## src/rtl/series_pkg.sv

```systemverilog
// Shared types and default widths for the series dispatcher slice.
package series_pkg;

  localparam int W     = 8;
  localparam int RES_W = 16;

  typedef enum logic [2:0] {
    S_IDLE      = 3'd0,
    S_START     = 3'd1,
    S_WAIT_BUSY = 3'd2,
    S_WAIT_DONE = 3'd3,
    S_HOLD      = 3'd4,
    S_DONE      = 3'd5
  } disp_state_t;

endpackage

```

## src/rtl/series_dispatcher_if.sv

```systemverilog
// Host operand/result streams plus the engine handshake, bundled for the dispatcher.
interface series_dispatcher_if #(
  parameter int W     = series_pkg::W,
  parameter int RES_W = series_pkg::RES_W,
  parameter int DEPTH = 4
);
  localparam int CW = $clog2(DEPTH) + 1;

  logic             in_valid;
  logic             in_ready;
  logic [W-1:0]     in_x;
  logic [W-1:0]     in_y;
  logic             out_valid;
  logic             out_ready;
  logic [RES_W-1:0] out_res;
  logic             eng_start;
  logic [W-1:0]     eng_x;
  logic [W-1:0]     eng_y;
  logic             eng_ready;
  logic [RES_W-1:0] eng_res;
  logic             busy;
  logic [CW-1:0]    count;

  // The dispatcher side; the host/engine environment uses master.
  modport slave (
    input  in_valid, in_x, in_y, out_ready, eng_ready, eng_res,
    output in_ready, out_valid, out_res, eng_start, eng_x, eng_y, busy, count
  );

  modport master (
    output in_valid, in_x, in_y, out_ready, eng_ready, eng_res,
    input  in_ready, out_valid, out_res, eng_start, eng_x, eng_y, busy, count
  );

endinterface

```

## src/rtl/series_fifo.sv

```systemverilog
// Small synchronous FIFO; pointers wrap modulo DEPTH and the count tells full from empty.
module series_fifo #(
  parameter  int DW    = 16,
  parameter  int DEPTH = 4,
  localparam int AW    = $clog2(DEPTH),
  localparam int CW    = AW + 1
) (
  input  logic          clk,
  input  logic          rst,
  input  logic          push,
  input  logic          pop,
  input  logic [DW-1:0] din,
  output logic [DW-1:0] head,
  output logic [CW-1:0] count,
  output logic          full,
  output logic          empty
);

  logic [DW-1:0] mem [DEPTH];
  logic [AW-1:0] wr_ptr;
  logic [AW-1:0] rd_ptr;
  logic [CW-1:0] cnt;
  logic          do_push;
  logic          do_pop;

  assign full    = (cnt == CW'(DEPTH));
  assign empty   = (cnt == '0);
  assign do_push = push && !full;
  assign do_pop  = pop && !empty;
  assign head    = mem[rd_ptr];
  assign count   = cnt;

  always_ff @(posedge clk or negedge rst) begin
    if (!rst) begin
      wr_ptr <= '0;
      rd_ptr <= '0;
      cnt    <= '0;
    end else begin
      if (do_push) wr_ptr <= wr_ptr + 1'b1;
      if (do_pop)  rd_ptr <= rd_ptr + 1'b1;
      case ({do_push, do_pop})
        2'b10:   cnt <= cnt + 1'b1;
        2'b01:   cnt <= cnt - 1'b1;
        default: cnt <= cnt;
      endcase
    end
  end

  // Storage needs no reset: an empty FIFO's contents are never consumed.
  always_ff @(posedge clk) begin
    if (do_push) mem[wr_ptr] <= din;
  end

endmodule

```

## src/rtl/series_dispatcher.sv

```systemverilog
// Queues host operand pairs, runs the series engine once per pair and holds each result for the host.
module series_dispatcher #(
  parameter int W     = series_pkg::W,
  parameter int RES_W = series_pkg::RES_W,
  parameter int DEPTH = 4
) (
  input  logic               clk,
  input  logic               rst,
  series_dispatcher_if.slave bus
);
  import series_pkg::*;

  localparam int CW = $clog2(DEPTH) + 1;

  disp_state_t      state;
  disp_state_t      state_next;
  logic [2*W-1:0]   head;
  logic [CW-1:0]    fifo_count;
  logic             full;
  logic             empty;
  logic             push;
  logic             pop;
  logic             res_free;
  logic             start_q;
  logic             out_valid_q;
  logic [RES_W-1:0] out_res_q;

  assign push     = bus.in_valid && !full;
  assign pop      = (state == S_DONE);
  assign res_free = !out_valid_q || bus.out_ready;

  series_fifo #(.DW(2*W), .DEPTH(DEPTH)) u_fifo (
    .clk   (clk),
    .rst   (rst),
    .push  (push),
    .pop   (pop),
    .din   ({bus.in_x, bus.in_y}),
    .head  (head),
    .count (fifo_count),
    .full  (full),
    .empty (empty)
  );

  always_ff @(posedge clk or negedge rst) begin
    if (!rst) state <= S_IDLE;
    else      state <= state_next;
  end

  // The head stays put until S_DONE pops it, since the engine loads x/y late.
  always_comb begin
    state_next = state;
    case (state)
      S_IDLE:      if (!empty && bus.eng_ready) state_next = S_START;
      S_START:     state_next = S_WAIT_BUSY;
      S_WAIT_BUSY: if (!bus.eng_ready) state_next = S_WAIT_DONE;
      S_WAIT_DONE: if (bus.eng_ready) state_next = res_free ? S_DONE : S_HOLD;
      S_HOLD:      if (res_free) state_next = S_DONE;
      S_DONE:      state_next = S_IDLE;
      default:     state_next = S_IDLE;
    endcase
  end

  // A capture in S_DONE wins over a consume in the same cycle.
  always_ff @(posedge clk or negedge rst) begin
    if (!rst) begin
      start_q     <= 1'b0;
      out_valid_q <= 1'b0;
      out_res_q   <= '0;
    end else begin
      start_q <= (state_next == S_START);
      if (state == S_DONE) begin
        out_res_q   <= bus.eng_res;
        out_valid_q <= 1'b1;
      end else if (out_valid_q && bus.out_ready) begin
        out_valid_q <= 1'b0;
      end
    end
  end

  assign bus.in_ready  = !full;
  assign bus.out_valid = out_valid_q;
  assign bus.out_res   = out_res_q;
  assign bus.eng_start = start_q;
  assign bus.eng_x     = head[2*W-1:W];
  assign bus.eng_y     = head[W-1:0];
  assign bus.busy      = (state != S_IDLE);
  assign bus.count     = fifo_count;

endmodule

```

## src/flat_wrapper.sv

```systemverilog
// flat-port wrapper written by rule: the top's interface ports become plain ports
module series_dispatcher_flat import series_pkg::*;
#(
  parameter int W     = series_pkg::W,
  parameter int RES_W = series_pkg::RES_W,
  parameter int DEPTH = 4
)
  (clk, rst, bus_in_valid, bus_in_x, bus_in_y, bus_out_ready, bus_eng_ready, bus_eng_res, bus_in_ready, bus_out_valid, bus_out_res, bus_eng_start, bus_eng_x, bus_eng_y, bus_busy, bus_count);
  series_dispatcher_if #(.W(W), .RES_W(RES_W), .DEPTH(DEPTH)) bus_i ();
  input  logic clk;
  input  logic rst;
  input wire logic [$bits(bus_i.in_valid)-1:0] bus_in_valid;
  input wire logic [$bits(bus_i.in_x)-1:0] bus_in_x;
  input wire logic [$bits(bus_i.in_y)-1:0] bus_in_y;
  input wire logic [$bits(bus_i.out_ready)-1:0] bus_out_ready;
  input wire logic [$bits(bus_i.eng_ready)-1:0] bus_eng_ready;
  input wire logic [$bits(bus_i.eng_res)-1:0] bus_eng_res;
  output wire logic [$bits(bus_i.in_ready)-1:0] bus_in_ready;
  output wire logic [$bits(bus_i.out_valid)-1:0] bus_out_valid;
  output wire logic [$bits(bus_i.out_res)-1:0] bus_out_res;
  output wire logic [$bits(bus_i.eng_start)-1:0] bus_eng_start;
  output wire logic [$bits(bus_i.eng_x)-1:0] bus_eng_x;
  output wire logic [$bits(bus_i.eng_y)-1:0] bus_eng_y;
  output wire logic [$bits(bus_i.busy)-1:0] bus_busy;
  output wire logic [$bits(bus_i.count)-1:0] bus_count;
  assign bus_i.in_valid = bus_in_valid;
  assign bus_i.in_x = bus_in_x;
  assign bus_i.in_y = bus_in_y;
  assign bus_i.out_ready = bus_out_ready;
  assign bus_i.eng_ready = bus_eng_ready;
  assign bus_i.eng_res = bus_eng_res;
  assign bus_in_ready = bus_i.in_ready;
  assign bus_out_valid = bus_i.out_valid;
  assign bus_out_res = bus_i.out_res;
  assign bus_eng_start = bus_i.eng_start;
  assign bus_eng_x = bus_i.eng_x;
  assign bus_eng_y = bus_i.eng_y;
  assign bus_busy = bus_i.busy;
  assign bus_count = bus_i.count;
  series_dispatcher #(.W(W), .RES_W(RES_W), .DEPTH(DEPTH)) u_core (.clk(clk), .rst(rst), .bus(bus_i));
endmodule
```

## config.mk

```make
export PLATFORM = sky130hd
export DESIGN_NAME = series_dispatcher_flat
export DESIGN_NICKNAME = d
export VERILOG_FILES = /design/src/rtl/series_pkg.sv /design/src/rtl/series_dispatcher_if.sv /design/src/rtl/series_fifo.sv /design/src/rtl/series_dispatcher.sv /design/src/flat_wrapper.sv
export SDC_FILE = /design/constraint.sdc
export NUM_CORES = 1
export LEC_CHECK = 0
export ABC_AREA = 1
export BUFFER_PORTS_ARGS = -buffer_cell sky130_fd_sc_hd__buf_2
export CAP_MARGIN = 20
export CORE_ASPECT_RATIO = 0.6
export CORE_MARGIN = 3
export CORE_UTILIZATION = 40
export DETAILED_ROUTE_END_ITERATION = 10
export GPL_TIMING_DRIVEN = 0
export PLACE_DENSITY = 0.61
export SLEW_MARGIN = 20
export SYNTH_ARGS = -nofsm -noshare
export SYNTH_HDL_FRONTEND = slang
export SYNTH_SLANG_ARGS = --single-unit
```

## constraint.sdc

```tcl
create_clock -name clk -period 4.2 [get_ports clk]
set_clock_uncertainty 0.1 [all_clocks]
set_input_delay 0.21 -clock clk [delete_from_list [all_inputs] [get_ports clk]]
set_output_delay 0.21 -clock clk [all_outputs]
set_load 0.05 [all_outputs]
```

======== After elaboration in Yosys (flattened, before gate mapping) ========
Memory sizes are Yosys's and may differ from the RTL's.
Index checks and enable logic that the tools add are counted.
operators by class
  add/sub/neg operators ................... 4
  eq/ne operators ......................... 9
  multiplexer cells ....................... 11
  reductions and logical operators ........ 14
operator list
  cell                                                 number
  case mux 3 bit (5 select lines)                      1
  2-to-1 mux 3 bit                                     4
  equality test 3 bit, second input constant           3
  equality test 3 x 1 -> 1 bit, second input constant  2
  equality test 3 x 2 -> 1 bit, second input constant  2
  logical NOT 3 bit                                    2
  case mux 3 bit (2 select lines)                      1
  logical AND 1 bit                                    5
  2-to-1 mux 1 bit                                     5
  adder 2 x 1 -> 2 bit, second input constant          2
  nonzero test 2 bit                                   2
  adder 3 x 1 -> 3 bit, second input constant          1
  logical NOT 1 bit                                    3
  nonzero test 3 bit                                   1
  subtractor 3 x 1 -> 3 bit, second input constant     1
  equality test 2 x 1 -> 1 bit, second input constant  1
  equality test 2 bit, second input constant           1
  logical OR 1 bit                                     1
word-level totals
  bits in registers ....................... 28
  RAM bits ................................ 64
  input bits .............................. 37
  output and inout port bits .............. 39
  word-level logic and storage cells ...... 46
  memories kept ........................... 1
memories
  name               depth  bits a word  read ports  clocked after memory_dff  write ports  RTL line           text
  u_core.u_fifo.mem  4      16           1           0                         1            series_fifo.sv:19  logic [DW-1:0] mem [DEPTH];

======== Logic depth before layout (Yosys ltp) ========
  word-level depth ........................ 6
  depth in mapped cells ................... 10
  gate-level depth less buffers ........... 10

======== Hierarchy ========
Synthesis repeated with hierarchy kept, for this count alone.
second synthesis, totals
  cell total of the unflattened synthesis .. 351
  area total of the unflattened synthesis .. 3896.2 sq um
modules (own cells, without submodules)
  module             times used  cells each  area each (sq um)  seq. area each (sq um)
  series_fifo        1           248         3022.9             2097.0
  series_dispatcher  1           103         873.3              525.5

======== Worst setup path before layout ========
OpenSTA, ideal clock, no wires.
  kind .................................... register -> register
  from .................................... register u_core.u_fifo.cnt[1], in the netlist u_core.u_fifo.count[1]
  to ...................................... memory u_core.u_fifo.mem[0][0] (enable)
  library setup time ...................... 0.389 ns
  arrival ................................. 2.293 ns
  data required time ...................... 3.711 ns
  slack ................................... 1.418 ns
  cell stages (with the launch flop) ...... 5
  buffers on the path ..................... 0
  period minus slack after synthesis ...... 2.782 ns
  path through ............................ dfrtp_1 inv_1 nand3_1 nand2_1 nor2_1
between the ends
  cells in the longest elaborated chain, start to end .. 6
ends and longest elaborated chain
  item                                      RTL line                 text
  start: declaration                        series_fifo.sv:22        logic [CW-1:0] cnt;
  start signal: assignment                  series_fifo.sv:42        2'b10: cnt <= cnt + 1'b1;
  start signal: assignment                  series_fifo.sv:43        2'b01: cnt <= cnt - 1'b1;
  start signal: assignment                  series_fifo.sv:44        default: cnt <= cnt;
  equality test 3 bit *                     series_fifo.sv:26        assign full = (cnt == CW'(DEPTH));
  logical NOT 1 bit *                       --
  via bus_in_ready                          flat_wrapper.sv:18       output wire logic [$bits(bus_i.in_ready)-1:0] bus_in_ready;
  logical AND 1 bit                         series_dispatcher.sv:28  assign push = bus.in_valid && !full;
  logical AND 1 bit *                       series_fifo.sv:28        assign do_push = push && !full;
  2-to-1 mux 1 bit *                        series_fifo.sv:51        if (do_push) mem[wr_ptr] <= din;
  2-to-1 mux 1 bit (implied by the code) *  series_fifo.sv:51
  end: declaration                          series_fifo.sv:19
The timed path passes the listed nets; every way through them passes the cells marked *.

======== Worst setup path in the final report ========
  from .................................... register u_core.u_fifo.rd_ptr[1]
  to ...................................... output bus_eng_y[5]
between the ends
  cells in the longest elaborated chain, start to end .. 1
ends and longest elaborated chain
  item                      RTL line            text
  start: declaration        series_fifo.sv:21   logic [AW-1:0] rd_ptr;
  start signal: assignment  series_fifo.sv:40   if (do_pop) rd_ptr <= rd_ptr + 1'b1;
  memory (4 x 16 bit)       --
  end: declaration          flat_wrapper.sv:23  output wire logic [$bits(bus_i.eng_y)-1:0] bus_eng_y;
Every way passes these cells.

==> flow_summary.json <==
{
  "status": "finished, final reports clean",
  "path_clk_slew_ns": 0.06,
  "worstSkewPairLatency_ns": 0.33,
  "leakagePower_nw": 2.062,
  "critPathSlowestCell": "clkbuf_1",
  "crit_path_start": "u_core.u_fifo.rd_ptr[1]$_DFFE_PN0P_",
  "drv_cap": 0,
  "grt_first_pass_wirelength_um": 13050,
  "crit_top_cell": "clkbuf_1",
  "power_frac_seq_pct": 32.2,
  "viasPerCell": 4.739,
  "cts.root.buffer_cell": "clkbuf_16",
  "worst-path-max-fanout": 10,
  "tightest_slew_ns": 0.6513,
  "finalNonFillerCells": 541,
  "vias": 2564,
  "synth_area_per_cell_um2": 11.97,
  "ant_nets": 0,
  "drtIter0Drc": 267,
  "antenna_found_initial": 0,
  "cts_resized": 0,
  "gp_congestion": 0.7501,
  "worstPathCellList": "clkbuf_1 -> inv_1 -> clkbuf_1 -> o21ai_0 -> o22ai_1 -> buf_2",
  "hp-class": "primary input to flip-flop",
  "synth_mux_area_share_pct": 0,
  "io_buffers": 75,
  "synthCells": 303,
  "synth-seq-area-share_pct": 72.33,
  "synth_compound_area_share_pct": 8.454,
  "drtPass1Iterations": 4,
  "synth_cell_type_count": 23,
  "dieHeight_um": 79.75,
  "report.power.total_mw": 4.204,
  "rows": 26,
  "syn_nets": 346,
  "fmax_mhz": 385.1,
  "tritoncts.num_buffers": 9,
  "dp_cells": 494,
  "synthAdderAreaFrac_pct": 2.277,
  "wirelength_um": 8211,
  "end_kind": "primary output",
  "internal-power_mw": 2.329,
  "worstHoldStart": "bus_in_y[7]",
  "switching_power_mw": 1.875,
  "combPwrFrac_pct": 44.8,
  "required_ns": 3.89,
  "maxSlewViolCount": 0,
  "setup_viol": 0,
  "synth_top_family_by_area": "simple AND/OR/NAND/NOR gates",
  "ys_warn_count": 0,
  "hold_buffers": 31,
  "setup-tns-final_ns": 0,
  "die-area_mm2": 0.01028,
  "hold_slack_ns": 0.008668,
  "cts_sinks": 92,
  "grt_usage_pct": 16.65,
  "start_util_pct": 41.90,
  "overflow": 0,
  "relSlewSlack_pct": 56.58,
  "netlist_area_mm2": 0.003626,
  "sw_frac_of_total_pct": 44.61,
  "area_growth_pct": 34.68,
  "die_w_um": 128.9,
  "rsz0062_at_grt": "false",
  "layout_common_cells": "buf_2, edfxtp_1, nand2_1",
  "hold_viol": 0,
  "cts_tree": "yes",
  "synth-simple-area-share_pct": 11.97,
  "dp_hpwl_um": 5547,
  "grt_max_degree": 29,
  "drc_errors": 0,
  "synth_xor_area_share_pct": 1.208,
  "clockBufferDepth": 2,
  "worstPathArrival_ns": 2.29,
  "p_per_area_mw_per_mm2": 860.8,
  "criticalPathCategory": "flip-flop to primary output",
  "post_cts_buffers": 0,
  "finalCritPeriodShare_pct": 61.82,
  "coreArea_mm2": 0.008653,
  "final_nets": 467,
  "ys_seq_elements": 92,
  "grt_pass1_vias": 2495,
  "io_pins": 76,
  "cts_htree_levels": 3,
  "r2r-start": "u_core.state[2]$_DFF_PN0_",
  "drive_gt1_share_pct": 24.24,
  "n_antenna_cell": 0,
  "start_kind": "flip-flop",
  "cpPeakStageDelay_ns": 0.41,
  "ir_worst_vdd_mv": 0.2966,
  "final_common_cell": "buf_2",
  "fin_crit_ns": 2.596,
  "wl_per_cell_um": 15.18,
  "clkPwrFrac_pct": 23.0
}
-- path summary, 6_finish.rpt --
check                                                endpoint  slack [ns]  cells after the start
setup / recovery                                 bus_eng_y[5]        1.60                      6
hold reg to reg             u_core.bus.out_res[8]$_DFFE_PN0P_        0.37                      2
max in group asynchronous           u_core.state[1]$_DFF_PN0_        3.24                      2
hold / removal              u_core.u_fifo.mem[0][7]$_DFFE_PP_       0.009                      1
setup reg to reg           u_core.u_fifo.count[2]$_DFFE_PN0P_        1.67                     10
min in group asynchronous  u_core.bus.out_res[11]$_DFFE_PN0P_        0.34                      2
-- through the flow --
stage	util [%]	worst slack, ns	instance area, um^2
3_3_place_gp	47.86	1.588	4141
6_report	56.43	1.604	4883
2_1_floorplan	-	1.418	3626
5_1_grt	56.43	1.381	4883
3_5_place_dp	48.63	1.707	4208
4_1_cts	56.43	1.629	4883
-- worst max-delay path, delay by kind of cell (launching register included) --
| family | cells | cell delay (ns) |
|---|---|---|
| buffers and inverters | 4 | 1.21 |
| AO/OA/AOI/OAI | 2 | 0.38 |
| flip-flops | 1 | 0.36 |
-- Yosys cell counts, drive strengths merged --
| library cell | count | area [um^2] |
|---|---|---|
| xnor2 | 2 | 17.52 |
| ha | 5 | 62.56 |
| nor3 | 1 | 16.27 |
| and2 | 1 | 6.260 |
| o21ai | 35 | 175.2 |
| buf | 4 | 27.52 |
| edfxtp | 64 | 1922 |
| nor2 | 41 | 153.9 |
| fa | 1 | 20.02 |
| o22ai | 16 | 100.1 |
| nand2 | 62 | 232.7 |
| nand3 | 5 | 25.02 |
| a21oi | 5 | 25.02 |
| inv | 21 | 78.83 |
| clkbuf | 8 | 30.03 |
| xor2 | 3 | 26.28 |
| dfrtp | 28 | 700.7 |
| a31oi | 1 | 6.260 |
-- flip-flops by register name, indices dropped and copies added (netlist names) --
signal,flops
u_core.bus.eng_start,1
u_core.u_fifo.wr_ptr,2
u_core.u_fifo.count,3
u_core.u_fifo.rd_ptr,2
u_core.state,3
u_core.bus.out_res,16
u_core.u_fifo.mem,64
u_core.bus.out_valid,1
-- logic make-up (layout without fill, tap and decap cells) --
group / count (synthesis) / count (layout)
compound gates: 57 / 57
xor+xnor: 5 / 5
fa+ha+maj: 6 / 6
buf+inv: 33 / 159
flops: 92 / 92
simple gates: 110 / 110
-- layer usage --
metal / part of all wire, % / track usage (%)
met1: 49 / 25.05
met4: 1.4 / 5.765
met2: 44 / 23.19
met3: 5.2 / 4.412
met5: 0 / 0
-- power by group through the flow --
stage | Combinational (mW) | Clock, mW | Sequential (mW)
2_1_floorplan | 1.02 | 0 | 1.71
3_3_place_gp | 1.81 | 0 | 1.36
3_5_place_dp | 1.87 | 0 | 1.37
4_1_cts | 1.90 | 0.988 | 1.35
5_1_grt | 2.03 | 1.03 | 1.38
6_report | 1.88 | 0.968 | 1.35
-- area by class of cell --
cell class	count	area (um^2)
Timing Repair Buffer	110	742.0
Clock buffer	10	229.0
Inverter	21	78.83
Sequential cell	92	2623
Tap cell	112	140.1
Buffer	12	57.56
Multi-Input combinational cell	178	877.1
Clock inverter	6	136.4
Fill cell	745	3770
(Power assumes the default switching activity.)
